### config.mk
export PLATFORM = sky130hd
export DESIGN_NAME = sound_glu_pipe
export DESIGN_NICKNAME = d
export VERILOG_FILES = /design/src/rtl/sound_glu_pipe_pkg.sv /design/src/rtl/sound_glu_pipe_wfifo.sv /design/src/rtl/sound_glu_pipe.sv
export SDC_FILE = /design/constraint.sdc
export NUM_CORES = 1
export LEC_CHECK = 0
export ABC_AREA = 1
export CAP_MARGIN = 20
export CORE_MARGIN = 2
export CORE_UTILIZATION = 56
export DETAILED_ROUTE_END_ITERATION = 12
export GPL_TIMING_DRIVEN = 0
export PLACE_DENSITY_LB_ADDON = 0.25
export SETUP_SLACK_MARGIN = 0.15
export SYNTH_ARGS = -nofsm -noshare
export SYNTH_HDL_FRONTEND = slang
export SYNTH_HIERARCHICAL = 1
export SYNTH_SLANG_ARGS = --single-unit
### constraint.sdc
create_clock -name clk_logic -period 4.9 [get_ports clk_logic]
set_input_delay 0.49 -clock clk_logic [delete_from_list [all_inputs] [get_ports clk_logic]]
set_output_delay 0.49 -clock clk_logic [all_outputs]
set_load 0.005 [all_outputs]
### src/rtl/sound_glu_pipe_pkg.sv
// Shared types and register addresses for the IIgs GLU sound front end.
package sound_pkg;

  typedef enum logic [2:0] {
    ST_IDLE,
    ST_WR_REQ,
    ST_WR_WAIT,
    ST_RD_REQ,
    ST_RD_WAIT
  } glu_state_t;

  localparam logic [15:0] GLU_CTL_ADDR  = 16'hC03C;
  localparam logic [15:0] GLU_DATA_ADDR = 16'hC03D;
  localparam logic [15:0] GLU_PTRL_ADDR = 16'hC03E;
  localparam logic [15:0] GLU_PTRH_ADDR = 16'hC03F;

  // One posted sound RAM write: byte address and data.
  typedef struct packed {
    logic [15:0] addr;
    logic [7:0]  data;
  } glu_wentry_t;

endpackage

### src/rtl/sound_glu_pipe_wfifo.sv
// Posted-write FIFO; a push into a full FIFO is accepted when the head pops in the same cycle.
module glu_wfifo
  import sound_pkg::*;
#(
  parameter int DEPTH = 4
) (
  input  logic                     clk,
  input  logic                     rst_n,
  input  logic                     push,
  input  glu_wentry_t              push_data,
  input  logic                     pop,
  output glu_wentry_t              head,
  output logic                     full,
  output logic                     empty,
  output logic [$clog2(DEPTH):0]   count
);

  localparam int AW = $clog2(DEPTH);

  glu_wentry_t   mem [DEPTH];
  logic [AW-1:0] wr_ptr, rd_ptr;
  logic          do_push, do_pop;

  assign empty   = (count == '0);
  assign full    = (count == (AW+1)'(DEPTH));
  assign do_pop  = pop & ~empty;
  assign do_push = push & (~full | do_pop);
  assign head    = mem[rd_ptr];

  // NOTE: storage carries no reset; only pointers and count define which entries are valid.
  always_ff @(posedge clk) begin
    if (do_push) mem[wr_ptr] <= push_data;
  end

  always_ff @(posedge clk) begin
    if (!rst_n) begin
      wr_ptr <= '0;
      rd_ptr <= '0;
      count  <= '0;
    end else begin
      if (do_push) wr_ptr <= wr_ptr + AW'(1);
      if (do_pop)  rd_ptr <= rd_ptr + AW'(1);
      case ({do_push, do_pop})
        2'b10:   count <= count + (AW+1)'(1);
        2'b01:   count <= count - (AW+1)'(1);
        default: count <= count;
      endcase
    end
  end

endmodule

### src/rtl/sound_glu_pipe.sv
// GLU front end: bus slave at $C03C-$C03F, DOC register port, posted SDRAM writes,
// one-access-delayed sound RAM reads and registered volume scaling.
module sound_glu_pipe
  import sound_pkg::*;
#(
  parameter logic        ENABLE      = 1'b1,
  parameter logic [20:0] RAM_BASE    = 21'h10000,
  parameter int          WFIFO_DEPTH = 4,
  parameter logic        VOLUME_EN   = 1'b1
) (
  input  logic        clk_logic,
  input  logic        system_reset_n,
  input  logic        phi0,
  input  logic        m2sel_n,
  input  logic [15:0] addr,
  input  logic        rw_n,
  input  logic        data_in_strobe,
  input  logic [7:0]  data_i,
  output logic [7:0]  data_o,
  output logic        rd_en_o,
  output logic        doc_cs_n_o,
  output logic [7:0]  doc_addr_o,
  output logic [7:0]  doc_data_o,
  input  logic [7:0]  doc_data_i,
  output logic [20:0] mem_addr_o,
  output logic        mem_wr_o,
  output logic        mem_rd_o,
  output logic [3:0]  mem_byte_en_o,
  output logic [31:0] mem_data_o,
  input  logic        mem_ready_i,
  input  logic [31:0] mem_q_i,
  input  logic [15:0] left_mix_i,
  input  logic [15:0] right_mix_i,
  output logic [15:0] audio_l_o,
  output logic [15:0] audio_r_o,
  output logic        busy_o,
  output logic        wr_overflow_o
);

  localparam int CW = $clog2(WFIFO_DEPTH) + 1;

  glu_state_t  state, state_nxt;
  logic [6:0]  ctl;
  logic [7:0]  data_r, ptr_lo, ptr_hi;
  logic [15:0] ptr, rd_addr, byte_addr;
  logic [1:0]  lane;
  logic        rd_pend, wr_overflow;

  logic        sel, access, acc_ctl, acc_data, acc_ptrl, acc_ptrh;
  logic        ram_mode, cpu_ram_wr, cpu_ram_rd;
  logic        fifo_pop, fifo_full, fifo_empty;
  logic [CW-1:0] fifo_count;
  glu_wentry_t fifo_head;

  assign sel      = ENABLE & phi0 & ~m2sel_n & (addr[15:2] == GLU_CTL_ADDR[15:2]);
  assign access   = sel & data_in_strobe;
  assign acc_ctl  = access & (addr[1:0] == GLU_CTL_ADDR[1:0]);
  assign acc_data = access & (addr[1:0] == GLU_DATA_ADDR[1:0]);
  assign acc_ptrl = access & (addr[1:0] == GLU_PTRL_ADDR[1:0]);
  assign acc_ptrh = access & (addr[1:0] == GLU_PTRH_ADDR[1:0]);

  assign ram_mode   = ctl[6];
  assign ptr        = {ptr_hi, ptr_lo};
  assign cpu_ram_wr = acc_data & ~rw_n & ram_mode;
  assign cpu_ram_rd = acc_data & rw_n & ram_mode;
  assign fifo_pop   = (state == ST_WR_REQ);

  assign rd_en_o    = sel & rw_n;
  assign doc_cs_n_o = ~(acc_data & ~rw_n & ~ram_mode);
  assign doc_addr_o = ptr_lo;
  assign doc_data_o = data_i;

  assign busy_o        = (fifo_count != '0) | rd_pend | (state != ST_IDLE);
  assign wr_overflow_o = wr_overflow;

  always_comb begin
    data_o = 8'h00;
    case (addr[1:0])
      2'b00:   data_o = {busy_o, ctl};
      2'b01:   data_o = ram_mode ? data_r : doc_data_i;
      2'b10:   data_o = ptr_lo;
      default: data_o = ptr_hi;
    endcase
  end

  glu_wfifo #(.DEPTH(WFIFO_DEPTH)) u_wfifo (
    .clk       (clk_logic),
    .rst_n     (system_reset_n),
    .push      (cpu_ram_wr),
    .push_data ({ptr, data_i}),
    .pop       (fifo_pop),
    .head      (fifo_head),
    .full      (fifo_full),
    .empty     (fifo_empty),
    .count     (fifo_count)
  );

  always_ff @(posedge clk_logic) begin
    if (!system_reset_n) state <= ST_IDLE;
    else                 state <= state_nxt;
  end

  // NOTE: next state defaults to the current state first so no path leaves it unassigned (no latch).
  always_comb begin
    state_nxt = state;
    case (state)
      ST_IDLE: begin
        if (!fifo_empty)  state_nxt = ST_WR_REQ;
        else if (rd_pend) state_nxt = ST_RD_REQ;
      end
      ST_WR_REQ:  state_nxt = ST_WR_WAIT;
      ST_WR_WAIT: if (mem_ready_i) state_nxt = ST_IDLE;
      ST_RD_REQ:  state_nxt = ST_RD_WAIT;
      ST_RD_WAIT: if (mem_ready_i) state_nxt = ST_IDLE;
      default:    state_nxt = ST_IDLE;
    endcase
  end

  assign mem_wr_o      = (state == ST_WR_REQ);
  assign mem_rd_o      = (state == ST_RD_REQ);
  assign byte_addr     = mem_rd_o ? rd_addr : fifo_head.addr;
  assign mem_addr_o    = RAM_BASE + {7'd0, byte_addr[15:2]};
  assign mem_byte_en_o = mem_rd_o ? 4'b1111 : (4'b0001 << byte_addr[1:0]);
  assign mem_data_o    = {4{fifo_head.data}};

  // NOTE: non-blocking assignments; where two updates hit one register the later statement wins,
  // which gives CPU writes priority over read completion and a new read priority over issue.
  always_ff @(posedge clk_logic) begin
    if (!system_reset_n) begin
      ctl         <= 7'h0F;
      data_r      <= 8'h00;
      ptr_lo      <= 8'h00;
      ptr_hi      <= 8'h00;
      rd_addr     <= 16'h0000;
      rd_pend     <= 1'b0;
      lane        <= 2'b00;
      wr_overflow <= 1'b0;
    end else begin
      if (state == ST_RD_REQ) begin
        rd_pend <= 1'b0;
        lane    <= rd_addr[1:0];
      end
      if (state == ST_RD_WAIT && mem_ready_i) data_r <= mem_q_i[8*lane +: 8];
      if (cpu_ram_wr) begin
        data_r <= data_i;
        if (fifo_full && !fifo_pop) wr_overflow <= 1'b1;
      end
      if (cpu_ram_rd) begin
        rd_addr <= ptr;
        rd_pend <= 1'b1;
      end
      if (acc_ctl && !rw_n) begin
        ctl         <= data_i[6:0];
        wr_overflow <= 1'b0;
      end
      if (acc_ptrl && !rw_n) ptr_lo <= data_i;
      if (acc_ptrh && !rw_n) ptr_hi <= data_i;
      if (acc_data && ctl[5]) {ptr_hi, ptr_lo} <= ptr + 16'd1;
    end
  end

  // Gain is vol+1 (1..16); a 20-bit signed product holds 16s x 5u without overflow.
  logic signed [15:0] mix_l, mix_r;
  logic signed [5:0]  gain;
  logic signed [19:0] prod_l, prod_r;

  assign mix_l  = left_mix_i;
  assign mix_r  = right_mix_i;
  assign gain   = signed'({2'b00, ctl[3:0]} + 6'd1);
  assign prod_l = 20'(mix_l) * 20'(gain);
  assign prod_r = 20'(mix_r) * 20'(gain);

  always_ff @(posedge clk_logic) begin
    if (!system_reset_n || !ENABLE) begin
      audio_l_o <= 16'h0000;
      audio_r_o <= 16'h0000;
    end else if (VOLUME_EN) begin
      audio_l_o <= 16'(prod_l >>> 4);
      audio_r_o <= 16'(prod_r >>> 4);
    end else begin
      audio_l_o <= left_mix_i;
      audio_r_o <= right_mix_i;
    end
  end

endmodule

==> results_dict.tcl <==
set metrics [dict create \
    tritoncts "built" \
    worst_r2r_path_depth 19 \
    area_delta_synth_final_pct 23.0 \
    ys_ff_latch 191 \
    synth-seq-area-share_pct 33.0 \
    io_pins 222 \
    gp_congestion 0.966 \
    htreeDepth 4 \
    hold_path_end "rd_pend$_SDFFE_PN0P_" \
    peakVddDrop_mv 0.167 \
    crit_arrival_ps 4860 \
    cts_sinks 191 \
    rsz0062_at_grt "false" \
    layout.cells.non_filler 2459 \
    dp_hpwl_um 31800 \
    numCtsBuffers 17 \
    clock_path_buffers 2 \
    dieWidth_um 165 \
    clock_latency_ps 450 \
    leakage_nw 8.33 \
    dp.cells 2425 \
    hp-class "register to register" \
    critPathKind "register to register" \
    fin_crit_sh_pct 91.5 \
    hold_start "rd_pend$_SDFFE_PN0P_" \
    fin_area_um2 17800 \
    core_um2 25300 \
    holdWs_ps 476 \
    syn-cell-area_um2 14500 \
    cp-end-kind "register" \
    num-nets-final 2383 \
    worstPathRequired_ps 5280 \
    dieArea_um2 27200 \
    postLayoutCoreUtil_pct 70.4 \
    p_total_mw 3.67 \
    crit-reg2reg-launch "ctl[1]$_SDFFE_PN1P_" \
    cp_max_fo 10 \
    worst_pin_slew_ps 891 \
    setup_ws_ps 417 \
    track_usage_pct 30.5 \
    grt.overflow.total 0 \
    die_h_um 165 \
    portBuffers 213 \
    rr_endpoint "audio_l_o[13]$_SDFF_PN0_" \
    root_buffer "clkbuf_16" \
    slew_headroom_pct 40.6 \
    grt_start_max_net_pins 24 \
    viasPerCell 5.46 \
    syn_avg_cell_area_um2 7.74 \
    rrSetupSlack_ps 420 \
    status "completed" \
    drv_cap 0 \
    layout_common_cells "nand2_1 (320), nor2_1 (317), inv_1 (306), clkdlybuf4s50_1 (213), o21ai_0 (109)" \
    whs_path_depth 2 \
    yosys_warnings 6 \
    power_density_nw_per_um2 206 \
    tns_ps 0 \
    fin_skew_ps 15.7 \
    wl_per_cell_um 16.7 \
    start_util_pct 57.2 \
    postCtsHoldBufs 0 \
    drcViolationCount 0 \
    pre_cts_slack_ps 61.4 \
    finalSetupViolCount 0 \
    num_vias 13400 \
    totalWireLength_um 41000 \
    crit_path_start_kind "register" \
    syn_inst 1873 \
    drive_above_1_share_pct 8.04 \
    fmax_ghz 0.223 \
    layout_commonest_cell "nand2_1" \
    fillCellCount 2068 \
    grt_pass1_wl_um 64300 \
    finalMaxSlewViolations 0 \
    fin_crit_ps 4480 \
    rows 58 \
    hold_viol 0 \
    drtIter0Drc 990 \
    drt.antenna.violating_nets 0 \
    placed_area_um2 17100 \
    path_clk_slew_ps 80 \
    antenna_found_initial 3 \
    synthDistinctLibCells 43 \
    dr.pass1.iters 8 \
    grt_pass1_vias 13200 \
]
==> cells by family (layout without fill, tap and decap cells) <==
group | Yosys count | in the layout | share of synthesized area [%]
AND/OR/NAND/NOR | 803 | 803 | 23.1
buffers and inverters | 417 | 666 | 12.3
AO/OA/AOI/OAI | 280 | 280 | 11.5
flip-flops | 191 | 191 | 33.0
adder cells (fa/ha/maj) | 166 | 166 | 19.2
XOR/XNOR | 14 | 14 | 0.846
other | 2 | 9 | 0.0518
==> where the power goes <==
part           leakage [nW]  switching (mW)  internal, mW
Clock                 0.306           0.761         0.715
Sequential             1.59          0.0152          1.69
Combinational          6.44           0.265         0.225
==> timing repair <==
item,4_1_cts,5_1_grt
resized for setup,3,17
buffers inserted,0,0
setup endpoints to repair,7,25
pin swaps,0,0
==> synthesized netlist by cell type (all sizes together) <==
cell     number  area (um^2)
o211ai        3         22.5
edfxtp       96         2880
o22ai        31          319
a21o          6         45.0
nor3         13         65.1
xor2          7         61.3
o21a          7         52.6
dfxtp        95         1900
o2111ai       7         61.3
clkbuf       34          128
a21oi        81          405
inv         311         1170
clkinv        5         20.0
nor2        346         1390
nor4          2         12.5
o21bai        6         45.0
nand4        30          188
a211oi        2         15.0
nand3        89          483
fa           93         1860
xnor2         7         61.3
buf          67          464
conb          2         7.51
and2          2         12.5
a31oi         3         18.8
ha           73          913
a21boi        2         15.0
o221ai        1         8.76
or2           1         6.26
o21ai       130          651
nand2       320         1200
o21ba         1         10.0
==> how the worst max path moves through the flow <==
stage | startpoint | to
finish | ctl[1]$_SDFFE_PN1P_ | audio_l_o[13]$_SDFF_PN0_
global route | ctl[1]$_SDFFE_PN1P_ | audio_r_o[9]$_SDFF_PN0_
CTS | ctl[0]$_SDFFE_PN1P_ | audio_r_o[9]$_SDFF_PN0_
detailed placement | ctl[0]$_SDFFE_PN1P_ | audio_r_o[9]$_SDFF_PN0_
global placement | ctl[0]$_SDFFE_PN1P_ | audio_r_o[9]$_SDFF_PN0_
floorplan | ctl[1]$_SDFFE_PN1P_ | audio_l_o[9]$_SDFF_PN0_
==> registers in the layout, indices dropped and copies added (netlist names), named ones only <==
name            cells
doc_addr_o          8
lane                2
u_wfifo/wr_ptr      2
data_r              8
ctl                 7
audio_l_o          16
u_wfifo/mem        96
u_wfifo/count       3
wr_overflow_o       1
rd_pend             1
u_wfifo/rd_ptr      2
state               3
ptr_hi              8
audio_r_o          16
rd_addr            16
==> final cells by class <==
class | instances | area (um^2) | area share, %
multi-input cells | 1270 | 7990 | 44.8
flip-flops and latches | 191 | 4780 | 26.9
repair buffers | 217 | 2200 | 12.4
inverters | 316 | 1190 | 6.66
plain buffers | 101 | 604 | 3.39
clock buffers | 17 | 425 | 2.39
well taps | 330 | 413 | 2.32
clock inverters | 15 | 208 | 1.17
diodes | 2 | 5.00 | 0.0281
==> critical path, cell delays in order, from the launching register on <==
cell and delay (ps):
dfxtp_1 360, ha_1 220, xor2_1 160, inv_1 160, clkbuf_1 420, nor2_1 110, fa_1 470, fa_1 550
inv_1 60, fa_1 490, inv_1 50, ha_1 350, nand2_1 90, inv_1 100, nand3_1 70, o21ai_0 280
nand4_1 190, nand3_1 110, nand2_1 50, nor2_1 120
==> routing by layer <==
| layer | global-route usage (%) | vias up | part of all wire [%] |
|---|---|---|---|
| met3 | 4.42 | 131 | 6.9 |
| met1 | 34.9 | 6316 | 38 |
| met5 | 0 | - | 0.032 |
| met2 | 54.8 | 561 | 50 |
| li1 | - | 6424 | - |
| met4 | 17.0 | 2 | 5.4 |
(Power assumes the default switching activity.)
